<file path="src/rtl/shared_pkg.sv">
// ---------------------------------------------------------------------------
// shared_pkg
// Purpose : Definitions shared by the FIFO reader top level and its skid
//           buffer. Holds the default data width, the buffer depth and the
//           reader state encoding.
// Contents: FIFO_WIDTH_DEF - default FIFO data word width
//           SKID_DEPTH     - number of entries in the output skid buffer
//           state_e        - reader FSM states (IDLE, RUN, STOP)
// ---------------------------------------------------------------------------
package shared_pkg;

   localparam int FIFO_WIDTH_DEF = 16;
   localparam int SKID_DEPTH     = 2;

   typedef enum logic [1:0] {
      IDLE = 2'd0,
      RUN  = 2'd1,
      STOP = 2'd2
   } state_e;

endpackage : shared_pkg

</file>
<file path="src/rtl/fifo_reader_skid.sv">
// ---------------------------------------------------------------------------
// fifo_reader_skid
// Purpose : Two-entry in-order buffer between the FIFO read port and the
//           downstream valid/ready interface.
// Ports   : clk        - clock, rising edge
//           rst_n      - asynchronous active-low reset, empties the buffer
//           push       - write push_data into the tail this cycle
//           push_data  - word to write
//           pop        - remove the head entry this cycle
//           occupancy  - number of valid entries (0..2)
//           head_data  - oldest entry (zero after reset)
// A push into a full buffer is only accepted if the head leaves on the
// same edge; a pop of an empty buffer is ignored.
// ---------------------------------------------------------------------------
module fifo_reader_skid
   import shared_pkg::*;
#(
   parameter int WIDTH = FIFO_WIDTH_DEF
) (
   input  logic             clk,
   input  logic             rst_n,
   input  logic             push,
   input  logic [WIDTH-1:0] push_data,
   input  logic             pop,
   output logic [1:0]       occupancy,
   output logic [WIDTH-1:0] head_data
);

   logic [WIDTH-1:0] mem_q [SKID_DEPTH];
   logic             wr_ptr_q, wr_ptr_d;
   logic             rd_ptr_q, rd_ptr_d;
   logic [1:0]       occ_q, occ_d;
   logic             push_ok;
   logic             pop_ok;

   assign pop_ok  = pop && (occ_q != 2'd0);
   assign push_ok = push && ((occ_q != 2'd2) || pop_ok);

   generate
      for (genvar gi = 0; gi < SKID_DEPTH; gi++) begin : g_entry
         always_ff @(posedge clk or negedge rst_n) begin
            if (!rst_n) begin
               mem_q[gi] <= '0;
            end else if (push_ok && (wr_ptr_q == 1'(gi))) begin
               mem_q[gi] <= push_data;
            end
         end
      end
   endgenerate

   always_comb begin
      wr_ptr_d = wr_ptr_q ^ push_ok;
      rd_ptr_d = rd_ptr_q ^ pop_ok;
      occ_d    = occ_q;
      case ({push_ok, pop_ok})
         2'b10:   occ_d = occ_q + 2'd1;
         2'b01:   occ_d = occ_q - 2'd1;
         default: occ_d = occ_q;
      endcase
   end

   always_ff @(posedge clk or negedge rst_n) begin
      if (!rst_n) begin
         wr_ptr_q <= 1'b0;
         rd_ptr_q <= 1'b0;
         occ_q    <= 2'd0;
      end else begin
         wr_ptr_q <= wr_ptr_d;
         rd_ptr_q <= rd_ptr_d;
         occ_q    <= occ_d;
      end
   end

   assign occupancy = occ_q;
   assign head_data = mem_q[rd_ptr_q];

endmodule : fifo_reader_skid

</file>
<file path="src/rtl/fifo_reader.sv">
// ---------------------------------------------------------------------------
// fifo_reader
// Purpose : Drains a 1-cycle-latency FIFO into a valid/ready stream through
//           a 2-entry skid buffer, counting delivered words.
// Ports   : clk           - clock, rising edge
//           rst_n         - asynchronous active-low reset
//           drain_en      - enables popping the FIFO
//           rd_en         - FIFO read strobe
//           data_out      - FIFO read data (valid one cycle after rd_en)
//           empty         - FIFO empty flag
//           underflow     - FIFO underflow flag
//           m_valid       - downstream data valid
//           m_ready       - downstream accept
//           m_data        - downstream data (oldest buffered word)
//           busy          - FSM not in IDLE
//           rd_count      - words delivered, wraps at 2^CNT_WIDTH
//           err_underflow - sticky underflow error
// Build option: define FIFO_READER_UNDERFLOW_CHK_EN to enable the sticky
//           underflow check; otherwise err_underflow is tied to 0.
// ---------------------------------------------------------------------------
module fifo_reader
   import shared_pkg::*;
#(
   parameter int FIFO_WIDTH = FIFO_WIDTH_DEF,
   parameter int CNT_WIDTH  = 16
) (
   input  logic                  clk,
   input  logic                  rst_n,
   input  logic                  drain_en,
   output logic                  rd_en,
   input  logic [FIFO_WIDTH-1:0] data_out,
   input  logic                  empty,
   input  logic                  underflow,
   output logic                  m_valid,
   input  logic                  m_ready,
   output logic [FIFO_WIDTH-1:0] m_data,
   output logic                  busy,
   output logic [CNT_WIDTH-1:0]  rd_count,
   output logic                  err_underflow
);

   state_e               state_q, state_d;
   logic                 inflight_q, inflight_d;
   logic [CNT_WIDTH-1:0] count_q, count_d;
   logic [1:0]           occ;
   logic                 xfer;
   logic [2:0]           level;
   logic                 has_room;

   assign xfer = m_valid && m_ready;

   // Words already committed (buffered + in flight) minus the one leaving
   // this edge; a new read is allowed only if it still fits in two slots.
   assign level    = {1'b0, occ} + {2'b00, inflight_q};
   assign has_room = (level - {2'b00, xfer}) < 3'd2;

   // ---- state register ----
   always_ff @(posedge clk or negedge rst_n) begin
      if (!rst_n) begin
         state_q <= IDLE;
      end else begin
         state_q <= state_d;
      end
   end

   // ---- next-state logic ----
   always_comb begin
      state_d = state_q;
      case (state_q)
         IDLE: if (drain_en) state_d = RUN;
         RUN:  if (!drain_en) state_d = STOP;
         STOP: begin
            if (drain_en) begin
               state_d = RUN;
            end else if (!inflight_q && (occ == 2'd0)) begin
               state_d = IDLE;
            end
         end
         default: state_d = IDLE;
      endcase
   end

   // ---- output logic ----
   always_comb begin
      rd_en = 1'b0;
      busy  = (state_q != IDLE);
      if ((state_q == RUN) && !empty && has_room) begin
         rd_en = 1'b1;
      end
   end

   // rd_en already implies a non-empty FIFO, so every strobe returns a word.
   assign inflight_d = rd_en;
   assign count_d    = count_q + CNT_WIDTH'(xfer);

   always_ff @(posedge clk or negedge rst_n) begin
      if (!rst_n) begin
         inflight_q <= 1'b0;
         count_q    <= '0;
      end else begin
         inflight_q <= inflight_d;
         count_q    <= count_d;
      end
   end

   fifo_reader_skid #(
      .WIDTH (FIFO_WIDTH)
   ) u_skid (
      .clk       (clk),
      .rst_n     (rst_n),
      .push      (inflight_q),
      .push_data (data_out),
      .pop       (xfer),
      .occupancy (occ),
      .head_data (m_data)
   );

   assign m_valid  = (occ != 2'd0);
   assign rd_count = count_q;

`ifdef FIFO_READER_UNDERFLOW_CHK_EN
   logic err_q, err_d;

   assign err_d = err_q || underflow || (rd_en && empty);

   always_ff @(posedge clk or negedge rst_n) begin
      if (!rst_n) begin
         err_q <= 1'b0;
      end else begin
         err_q <= err_d;
      end
   end

   assign err_underflow = err_q;
`else
   logic unused_underflow;

   assign unused_underflow = underflow;
   assign err_underflow    = 1'b0;
`endif

endmodule : fifo_reader

</file>
<file path="config.mk">
export PLATFORM = sky130hd
export DESIGN_NAME = fifo_reader
export DESIGN_NICKNAME = d
export VERILOG_FILES = /design/src/rtl/shared_pkg.sv /design/src/rtl/fifo_reader_skid.sv /design/src/rtl/fifo_reader.sv
export SDC_FILE = /design/constraint.sdc
export NUM_CORES = 1
export LEC_CHECK = 0
export BUFFER_PORTS_ARGS = -buffer_cell sky130_fd_sc_hd__buf_2
export CORE_MARGIN = 2
export CORE_UTILIZATION = 54
export CTS_BUF_LIST = sky130_fd_sc_hd__clkbuf_2 sky130_fd_sc_hd__clkbuf_4 sky130_fd_sc_hd__clkbuf_8
export CTS_CLUSTER_DIAMETER = 200
export DETAILED_ROUTE_END_ITERATION = 16
export GPL_TIMING_DRIVEN = 0
export MAX_ROUTING_LAYER = met4
export PLACE_DENSITY = 0.84
export SETUP_SLACK_MARGIN = 0.5
export SLEW_MARGIN = 40
export SYNTH_ARGS = -nofsm -noshare
export SYNTH_HDL_FRONTEND = slang
export SYNTH_HIERARCHICAL = 1
export SYNTH_SLANG_ARGS = --single-unit
</file>
<file path="constraint.sdc">
create_clock -name clk -period 4.6 [get_ports clk]
set_clock_uncertainty 0.05 [all_clocks]
set_input_delay 0.46 -clock clk [delete_from_list [all_inputs] [get_ports clk]]
set_output_delay 0.46 -clock clk [all_outputs]
set_load 0.01 [all_outputs]
</file>
==> results of run 1 <==
## logic make-up (layout without fill, tap and decap cells)
kind of cell,count (synthesis),after routing,synth area share
other cells,1,1,0.00140
compound gates,9,9,0.0225
mux,48,48,0.243
flops,55,55,0.515
fa+ha+maj,6,6,0.0309
buf+inv,15,78,0.0393
simple gates,33,33,0.0927
xor+xnor,17,17,0.0557
## worst max-delay path, delay by kind of cell (launching register included)
family	cells	cell delay, ps
adder cells (fa/ha/maj)	2	670
flip-flops	1	490
AND/OR/NAND/NOR	4	1140
buffers and inverters	1	210
XOR/XNOR	1	150
## synthesized netlist by cell type, drive strengths merged (4+ instances only)
master | count | share of area
dfrtp | 55 | 0.51
mux2 | 48 | 0.24
xor2 | 12 | 0.039
inv | 8 | 0.011
buf | 7 | 0.028
ha | 5 | 0.023
nand3 | 5 | 0.014
nor3 | 5 | 0.011
xnor2 | 5 | 0.016
a21oi | 4 | 0.0075
nor4 | 4 | 0.019
## per-stage QoR
| stage | area [um2] | total power, mW |
|---|---|---|
| 2_1_floorplan | 2670 | 1.44 |
| 3_3_place_gp | 3030 | 1.65 |
| 3_5_place_dp | 3040 | 1.68 |
| 4_1_cts | 3120 | 1.95 |
| 5_1_grt | 3120 | 2.06 |
| 6_report | 3120 | 1.92 |
## flip-flops by register name, summed over array words and instances, names as in the netlist
name and cells:
state_q 2, u_skid/wr_ptr_q 1, inflight_q 1, u_skid/mem_q 32, u_skid/rd_ptr_q 1, rd_count 16, u_skid/occupancy 2
## path summary, 6_finish.rpt
check	start	end	slack [ps]	depth (start not counted)
worst min register to register	rd_count[15]	rd_count[15]	420	1
max in group asynchronous	rst_n	u_skid/rd_ptr_q	3910	1
worst max register to register	u_skid/occupancy[1]	inflight_q	1980	7
min in group clk	drain_en	state_q[1]	260	2
worst min-delay path	rst_n	u_skid/mem_q[7]	140	1
worst max-delay path	u_skid/occupancy[1]	rd_en	1150	8
## power groups by stage
stage | clock network (mW) | logic (mW) | registers (mW)
global route | 0.299 | 0.934 | 0.832
global placement | 0 | 0.852 | 0.803
CTS | 0.272 | 0.870 | 0.808
finish | 0.259 | 0.857 | 0.806
floorplan | 0 | 0.648 | 0.792
detailed placement | 0 | 0.863 | 0.815
## layout make-up
class / count / area [um2] / area share
buffer: 7 / 75.1 / 0.0240
clock buffer: 6 / 76.3 / 0.0244
clock inverter: 2 / 12.5 / 0.00400
inverter: 8 / 30.0 / 0.00961
multi-input combinational: 114 / 1190 / 0.382
sequential: 55 / 1380 / 0.441
tap: 67 / 83.8 / 0.0268
timing repair buffer: 55 / 278 / 0.0889
## layer usage
metal	vias up	global-route usage
met5	-	-
li1	755	-
met2	36	0.273
met4	0	0.0476
met1	777	0.218
met3	2	0.0542
==> impl_results.md, run 1 <==
* Post-Route WL at 4.32 mm
* Crit Path Category: reg -> out
* Worst Path Max Fanout at 8
* Met2 WL at 2.15 mm
* Drt initial violations at 69
* Post-Syn Area per Cell at 14.5 um2
* Flop and latch count out of synthesis at 55
* Die ar. at 5530 um2
* Worst skew pair latency at 300 ps
* Status: finished, final reports clean
* Ys async rst share at 1.00
* CP max stage delay at 490 ps
* Rel. slew slack at 0.555
* CTS tree: done
* Internal power at 1.31 mW
* Number of flops mapped to enable cells by yosys at 0
* Global-route wire length before repair at 7.02 mm
* Post-route ant nets at 0
* FMAX at 290 MHz
* Worst setup SP type: flop
* CP Data Arrival Time at 2940 ps
* Clock transition at path regs at 90 ps
* Worst-Margin Slew at 667 ps
* Area of the mapped netlist at 2670 um2
* Routed length on met1 at 1.91 mm
* Clk sink count at 55
* Final setup viols at 0
* Clock buffer depth at 2
* Final Wtd Congestion at 0.703
* Dpl ws at 1410 ps
* Seq/Total Area, Yosys at 0.515
* Final std cells w/o fill at 314
* Hold_buf cts at 0
* Antenna cells at 0
* Syn nets at 212
* Die X at 74.4 um
* Uppermost layer routed: met4
* Initial antenna violation count at 0
* Max-slew violations at 0
* Final hold vios at 0
* First-pass DRT Iterations at 4
* Core Util, Final at 0.657
* Commonest non-fill, non-tap cell in the layout: dfrtp_1
* Hold Worst Slack at 143 ps
* HP Class: in -> async
* Max Cap Viol at 0
* H-tree Lvls at 2
* Vias in the first global route at 1514
* PostCTS Resize Cnt at 0
* Pwr/cell area at 615 nW/um2
* Pleak at 1.55 nW
* Root Driver: clkbuf_8
* Tot GR Track Use at 0.174
* HPWL after DPL at 3.05 mm
* Vias after detailed routing at 1570
* Final cycle utilization of the critical path at 0.749
* Clock power frac at 0.135
* Min Tclk post-route at 3450 ps
* Distinct cell type count after synthesis at 34
* Pin count of the biggest net entering global routing at 56
* Post-route setup TNS at 0 ps
* Met3 wire length at 217 um
* CP Cell Sequence: or2_2 -> and2_1 -> ha_1 -> nand2b_1 -> fa_1 -> xor2_1 -> nor4b_1 -> buf_2
* Share of cells above drive strength 1 at 0.530
* CTS Buf Count at 5
* Port-buffer cells at 55
* Maximum VDD drop at 0.000297 V
* Post-synth top flop: dfrtp_1
* Sequential power share at 0.419
* Post-Synthesis Cells at 184
* Core area at 4750 um2
* DRC violations left at 0
* Ys Warns at 6
* Post-Place Cells at 306
* Commonest non-fill, non-tap cells in the layout: 55 x dfrtp_1, 54 x buf_2, 29 x mux2_4
* FILL cells at 401
* Postcts setup bufs at 0
* Initial Util at 0.562
* Synth-to-Final Area Change at 16.8%
* Fin nets at 274
* RSZ-0062 raised after global routing: no
* Wire per inst at 13.7 um
* Net Sw Frac at 0.319
* FP Rows at 25
* Overall die height at 74.4 um
* Crit path setup slack, layout at 1150 ps
* Switch Pwr at 614 uW
* Top Ports at 58
* Comb pwr share at 0.446
* Total grt overflow at 0
* Drt via density at 5.00
* CP required at 4090 ps
* Worst path slowest cell: dfrtp_1
* Crit. End Element: output port
Power figures use the tool's default switching activity.
==> inputs of run 2 (changes only) <==
==> constraint.sdc (replaced) <==
create_clock -name clk -period 3.52 [get_ports clk]
set_clock_uncertainty 0.05 [all_clocks]
set_input_delay 0.352 -clock clk [delete_from_list [all_inputs] [get_ports clk]]
set_output_delay 0.352 -clock clk [all_outputs]
set_load 0.01 [all_outputs]
==> run 2 against run 1 <==
  * Critical path depth stayed put
  * Flip-flop and latch count did not move
  * Sequential power increased by 29%
  * Worst hold slack worse by 110 ps
  * Die area stayed put
  * First-iteration DRC count is 17% higher
  * Utilization increased by 1.3 points
  * Global-route usage is 0.24 points higher
  * Total power increased by 34%
==> impl_results.md, run 2 (synthesis results as in run 1) <==
* Status: finished, final reports clean (unchanged)
* Post-Place Cells at 306 (unchanged)
* Final cycle utilization of the critical path at 0.829
* Pleak at 1.58 nW (was 1.55 nW)
* Commonest non-fill, non-tap cells in the layout: 54 x buf_2, 53 x dfrtp_1, 29 x mux2_4 (was 55 x dfrtp_1, 54 x buf_2, 29 x mux2_4)
* Die ar. at 5530 um2 (unchanged)
* Initial antenna violation count at 0 (unchanged)
* DRC violations left at 0 (unchanged)
* First-pass DRT Iterations at 4 (unchanged)
* Fin nets at 280 (was 274)
* Pin count of the biggest net entering global routing at 56 (unchanged)
* Port-buffer cells at 55 (unchanged)
* Pwr/cell area at 807 nW/um2 (was 615 nW/um2)
* Worst setup SP type: flop (unchanged)
* Crit. End Element: output port (unchanged)
* Final hold vios at 0 (unchanged)
* Met3 wire length at 209 um (was 217 um)
* Min Tclk post-route at 2920 ps
* Switch Pwr at 815 uW (was 614 uW)
* CTS tree: done (unchanged)
* RSZ-0062 raised after global routing: no (unchanged)
* Global-route wire length before repair at 7.13 mm (was 7.02 mm)
* Final Wtd Congestion at 0.703 (unchanged)
* Design area at 3190 um2 (was 3120 um2)
* Net Sw Frac at 0.317 (was 0.319)
* Clock buffer depth at 2 (unchanged)
* Vias in the first global route at 1524 (was 1514)
* FILL cells at 394 (was 401)
* Final std cells w/o fill at 320 (was 314)
* Core area at 4750 um2 (unchanged)
* Placed cell area at 3040 um2 (unchanged)
* FMAX at 343 MHz
* Clock power frac at 0.132 (was 0.135)
* Total grt overflow at 0 (unchanged)
* Maximum VDD drop at 0.000464 V (was 0.000297 V)
* FP Rows at 25 (unchanged)
* CP required at 3120 ps (was 4090 ps)
* Drt via density at 5.01 (was 5.00)
* CP Data Arrival Time at 2520 ps (was 2940 ps)
* Initial Util at 0.562 (unchanged)
* Worst Path Max Fanout at 4 (was 8)
* HP Class: in -> async (unchanged)
* Top Ports at 58 (unchanged)
* Tot GR Track Use at 0.176 (was 0.174)
* Reg2Reg Depth at 8 (was 7)
* Worst skew pair latency at 300 ps (about the same)
* Wire per inst at 13.7 um (about the same)
* Comb pwr share at 0.464 (was 0.446)
* Overall die height at 74.4 um (unchanged)
* Max Cap Viol at 0 (unchanged)
* Sequential power share at 0.405 (was 0.419)
* Rel. slew slack at 0.556 (was 0.555)
* Root Driver: clkbuf_8 (unchanged)
* Synth-to-Final Area Change at 19.1% (was 16.8%)
* Post-route ant nets at 0 (unchanged)
* Drt initial violations at 81 (was 69)
* H-tree Lvls at 2 (unchanged)
* CTS Buf Count at 5 (unchanged)
* Clk sink count at 55 (unchanged)
* Post-route setup TNS at 0 ps (unchanged)
* Commonest non-fill, non-tap cell in the layout: buf_2 (was dfrtp_1)
* Antenna cells at 0 (unchanged)
* Max-slew violations at 0 (unchanged)
* Biggest register: u_skid/mem_q (unchanged)
* Worst-Margin Slew at 666 ps (was 667 ps)
* Vias after detailed routing at 1603 (was 1570)
* Clock transition at path regs at 90 ps (about the same)
* Final setup viols at 0 (unchanged)
* HPWL after DPL at 3.05 mm (unchanged)
* Share of cells above drive strength 1 at 0.561 (was 0.530)
* Uppermost layer routed: met4 (unchanged)
* Die X at 74.4 um (unchanged)
* Post-Route WL at 4.38 mm (was 4.32 mm)
* Met2 WL at 2.19 mm (was 2.15 mm)
* Crit Path Category: reg -> out (unchanged)
* Internal power at 1.76 mW (was 1.31 mW)
* Routed length on met1 at 1.96 mm (was 1.91 mm)
* Max FFs per register at 32 (unchanged)
run 2: cell types whose count changed in the layout (fill, tap and decap cells not counted):
cell | before | now
nor4b_1 | 1 | 0
buf_4 | 2 | 8
and2_1 | 1 | 0
fa_2 | 0 | 1
and2_4 | 0 | 1
fa_1 | 1 | 0
or2_4 | 0 | 1
nor4b_2 | 0 | 1
dfrtp_1 | 55 | 53
dfrtp_2 | 0 | 2
or2_2 | 2 | 1
run 2: power groups by stage:
stage | registers (mW) | clock network (mW) | logic [mW]
2_1_floorplan | 1.04 | 0 | 0.846
3_3_place_gp | 1.05 | 0 | 1.11
3_5_place_dp | 1.07 | 0 | 1.13
4_1_cts | 1.04 | 0.356 | 1.18
5_1_grt | 1.07 | 0.390 | 1.30
6_report | 1.04 | 0.339 | 1.19
run 2: timing repair:
item	in CTS	in global routing
pin swaps	2	2
gates resized for setup	6	1
buffers inserted	3	3
hold buffers	0	0
setup endpoints to repair	1	1
run 2: final timing paths:
check | to | startpoint | slack (ps)
min in group clk | state_q[1] | drain_en | 160
worst min register to register | rd_count[15] | rd_count[15] | 420
worst max register to register | inflight_q | u_skid/occupancy[0] | 1220
max in group asynchronous | u_skid/occupancy[0] | rst_n | 2910
worst max-delay path | rd_en | u_skid/occupancy[0] | 600
worst min-delay path | u_skid/mem_q[7] | rst_n | 30
run 2: metal layers:
layer  up-vias  track usage
met5         -            -
met1       798        0.222
li1        767            -
met2        36        0.276
met4         0       0.0476
met3         2       0.0542
run 2: stage by stage:
stage,setup WS (ps),hold WS [ps],power [mW],util
finish,602,34.1,2.57,0.670
global route,503,63.0,2.76,0.670
CTS,506,50.7,2.58,0.665
detailed placement,441,388,2.19,0.638
global placement,568,404,2.16,0.638
floorplan,606,6.41,1.88,-
run 2: final cells by class:
cell class | count | area (um2) | area share
Sequential cell | 55 | 1380 | 0.433
Multi-Input combinational cell | 114 | 1210 | 0.379
Timing Repair Buffer | 61 | 323 | 0.101
Tap cell | 67 | 83.8 | 0.0263
Clock buffer | 6 | 76.3 | 0.0240
Buffer | 7 | 75.1 | 0.0236
Inverter | 8 | 30.0 | 0.00943
Clock inverter | 2 | 12.5 | 0.00393
run 2: critical path: stages (launching register included):
cell	delay [ps]
dfrtp_2	430
or2_4	240
and2_4	170
ha_1	250
nand2b_1	160
fa_2	340
xor2_1	150
nor4b_2	290
buf_2	180
==> inputs of run 3 (changes only) <==
--- a/config.mk
+++ b/config.mk
@@ -5,9 +5,10 @@
 export SDC_FILE = /design/constraint.sdc
 export NUM_CORES = 1
 export LEC_CHECK = 0
+export ABC_AREA = 1
 export BUFFER_PORTS_ARGS = -buffer_cell sky130_fd_sc_hd__buf_2
 export CORE_MARGIN = 2
-export CORE_UTILIZATION = 54
+export CORE_UTILIZATION = 51
 export CTS_BUF_LIST = sky130_fd_sc_hd__clkbuf_2 sky130_fd_sc_hd__clkbuf_4 sky130_fd_sc_hd__clkbuf_8
 export CTS_CLUSTER_DIAMETER = 200
 export DETAILED_ROUTE_END_ITERATION = 16
==> constraint.sdc (replaced) <==
create_clock -name clk -period 2.6 [get_ports clk]
set_clock_uncertainty 0.05 [all_clocks]
set_input_delay 0.26 -clock clk [delete_from_list [all_inputs] [get_ports clk]]
set_output_delay 0.26 -clock clk [all_outputs]
set_load 0.01 [all_outputs]
==> run 3 against run 2 <==
  * Area after synthesis decreased by 1.0%
  * Cell count increased by 32%
  * Combinational power increased by 19%
  * Final area increased by 1.2%
  * Critical path type unchanged
  * Critical endpoint unchanged
==> impl_results.md, run 3 <==
* Number of flops mapped to enable cells by yosys at 0 (unchanged)
* Final hold vios at 0 (unchanged)
* Dpl ws at 270 ps (was 441 ps)
* HP Start: data_out[10]
* Root Driver: clkbuf_8 (unchanged)
* Total grt overflow at 0 (unchanged)
* Worst r2r dst: inflight_q (unchanged)
* Max-slew violations at 0 (unchanged)
* Core Util, Final at 0.639 (was 0.670)
* Die ar. at 5780 um2 (was 5530 um2)
* Wire per inst at 12.4 um (was 13.7 um)
* Syn nets at 307 (was 212)
* Initial Util at 0.525 (was 0.562)
* Final cycle utilization of the critical path at 0.952
* Final setup viols at 0 (unchanged)
* Synth-to-Final Area Change at 21.8% (was 19.1%)
* Worst setup SP type: flop (unchanged)
* Worst skew pair latency at 300 ps (about the same)
* CTS Buf Count at 5 (unchanged)
* Maximum VDD drop at 0.000522 V (was 0.000464 V)
* H-tree Lvls at 2 (unchanged)
* Distinct cell type count after synthesis at 33 (was 34)
* Port-buffer cells at 55 (unchanged)
* Hold endpoint: u_skid/mem_q[26]
* Drt via density at 4.92 (was 5.01)
* Initial antenna violation count at 0 (unchanged)
* Pleak at 1.62 nW (was 1.58 nW)
* CTS tree: done (unchanged)
* Ys Warns at 6 (unchanged)
* Post-Synthesis Cells at 279 (was 184)
* RSZ-0062 raised after global routing: yes (was no)
* DRC violations left at 0 (unchanged)
* Rel. slew slack at 0.548 (was 0.556)
* First-pass DRT Iterations at 4 (unchanged)
* Fin nets at 378 (was 280)
* Core area at 5040 um2 (was 4750 um2)
* Post-route setup TNS at 0 ps (unchanged)
* Post-synth top flop: dfrtp_1 (unchanged)
* Die X at 76.0 um (was 74.4 um)
* Cell with the most instances after synthesis: nand2_1 (was dfrtp_1)
* Synth top area share at 0.520 (was 0.515)
* Drt initial violations at 78 (was 81)
* Crit Path Category: reg -> out (unchanged)
* Min Tclk post-route at 2470 ps
* Worst Path Max Fanout at 2 (was 4)
* Biggest register: u_skid/mem_q (unchanged)
* Commonest non-fill, non-tap cells in the layout: 68 x nand2_1, 57 x buf_2, 53 x dfrtp_1 (was 54 x buf_2, 53 x dfrtp_1, 29 x mux2_4)
* CP Data Arrival Time at 2160 ps (was 2520 ps)
* R2r setup slk at 530 ps (was 1220 ps)
* Ys async rst share at 1.00 (unchanged)
* Seq/Total Area, Yosys at 0.520 (was 0.515)
* Post-Syn Area per Cell at 9.48 um2 (was 14.5 um2)
* Area of the mapped netlist at 2650 um2 (was 2670 um2)
* Top post-synthesis cells by count: 68 x nand2_1, 55 x dfrtp_1, 36 x inv_1 (was 55 x dfrtp_1, 29 x mux2_4, 19 x mux2_2)
* Yosys top cell by area: dfrtp_1 (unchanged)
* Final Wtd Congestion at 0.833 (was 0.703)
* Top Ports at 58 (unchanged)
* Placed cell area at 3040 um2 (about the same)
* Clk sink count at 55 (unchanged)
* Overall die height at 76.0 um (was 74.4 um)
* Design area at 3220 um2 (was 3190 um2)
* Clock transition at path regs at 100 ps (was 90 ps)
* Worst reg2reg startpoint: u_skid/occupancy[0] (unchanged)
* Clock buffer depth at 2 (unchanged)
* Vias in the first global route at 1980 (was 1524)
* Tot GR Track Use at 0.197 (was 0.176)
* CP required at 2290 ps (was 3120 ps)
* Post-route ant nets at 0 (unchanged)
* Synth top area cells: dfrtp_1 52%, nand2_1 9.6%, o21ai_0 6.2% (was dfrtp_1 51%, mux2_4 16%, mux2_2 8.0%)
* Status: finished, final reports clean (unchanged)
* FP Rows at 26 (was 25)
* Crit path setup slack, layout at 125 ps (was 602 ps)
* Share of cells above drive strength 1 at 0.339 (was 0.561)
* FMAX at 404 MHz
* Max FFs per register at 32 (unchanged)
* Pwr/cell area at 1000 nW/um2 (was 807 nW/um2)
* Antenna cells at 0 (unchanged)
* Reg2Reg Depth at 9 (was 8)
* Hold path cells at 3
* Post-Route WL at 5.21 mm (was 4.38 mm)
* Crit. End Element: output port (unchanged)
* HP Class: in -> reg (was in -> async)
* Max Cap Viol at 0 (unchanged)
* Vias after detailed routing at 2071 (was 1603)
* Pwr Total at 3.23 mW (was 2.57 mW)
* Pin count of the biggest net entering global routing at 56 (unchanged)
* Flop and latch count out of synthesis at 55 (unchanged)
* Commonest non-fill, non-tap cell in the layout: nand2_1 (was buf_2)
* Global-route wire length before repair at 8.92 mm (was 7.13 mm)
* Worst-Margin Slew at 679 ps (was 666 ps)
* HPWL after DPL at 3.69 mm (was 3.05 mm)
-- run 3: cell count changes in the layout (fill, tap and decap cells not counted), sizes merged, moves of 4 or more --
cell	change
inv	+29
mux2	-32
nand2	+69
nand3	+5
nor2	+13
nor3	-4
nor4	-4
o21ai	+32
xor2	-8
-- run 3: cell type report --
cell class,instances,area (um2)
clock buffer,6,76.3
multi-input combinational,177,1100
tap,70,87.6
inverter,37,141
buffer,10,72.6
fill,407,1820
clock inverter,2,12.5
timing repair buffer,64,358
sequential,55,1380
-- run 3: power breakdown --
| group | internal (mW) | switching [mW] | total [mW] |
|---|---|---|---|
| logic | 0.662 | 0.757 | 1.42 |
| registers | 1.18 | 0.170 | 1.35 |
| clock network | 0.199 | 0.264 | 0.463 |
-- run 3: kinds of logic after synthesis --
group                    share of synthesized area
other                                      0.00142
AND/OR/NAND/NOR                              0.179
adder cells (fa/ha/maj)                     0.0312
XOR/XNOR                                    0.0331
AO/OA/AOI/OAI                               0.0738
multiplexers                                0.0823
buffers and inverters                       0.0794
flip-flops                                   0.520
-- run 3: worst max-delay path by stage --
stage	from	to	slack (ps)	cells after the start
6_report	u_skid/occupancy[0]	rd_en	130	7
5_1_grt	u_skid/occupancy[0]	rd_en	60	7
4_1_cts	u_skid/occupancy[1]	rd_en	110	7
3_5_place_dp	u_skid/occupancy[1]	rd_en	270	7
3_3_place_gp	u_skid/occupancy[1]	rd_en	300	7
2_1_floorplan	u_skid/occupancy[1]	rd_en	470	6
-- run 3: critical path, stage by stage, from the launching register on --
cell and delay, ps:
dfrtp_2 440, nor2_4 140, nor2_4 60, ha_4 200
or2_4 220, fa_2 510, and3_4 190, buf_6 100
-- run 3: routing by layer --
layer  wire [um]  global-route usage  share of wire
met1        2290               0.250           0.44
met2        2570               0.316           0.49
met3         298              0.0498          0.057
met4          45              0.0545         0.0086
met5           0                   -              0
-- run 3: stage by stage --
step	instances	hold WS, ps
after CTS	419	121
final	421	128
after detailed placement	404	299
after global placement	404	420
after floorplan	279	-85.6
after global routing	421	106
-- run 3: repair_timing --
item	4_1_cts	5_1_grt
hold endpoints to repair	55	0
pin swaps	6	5
endpoints found under the setup margin	1	21
hold buffers	1	0
resized for setup	5	2
setup buffers	6	2
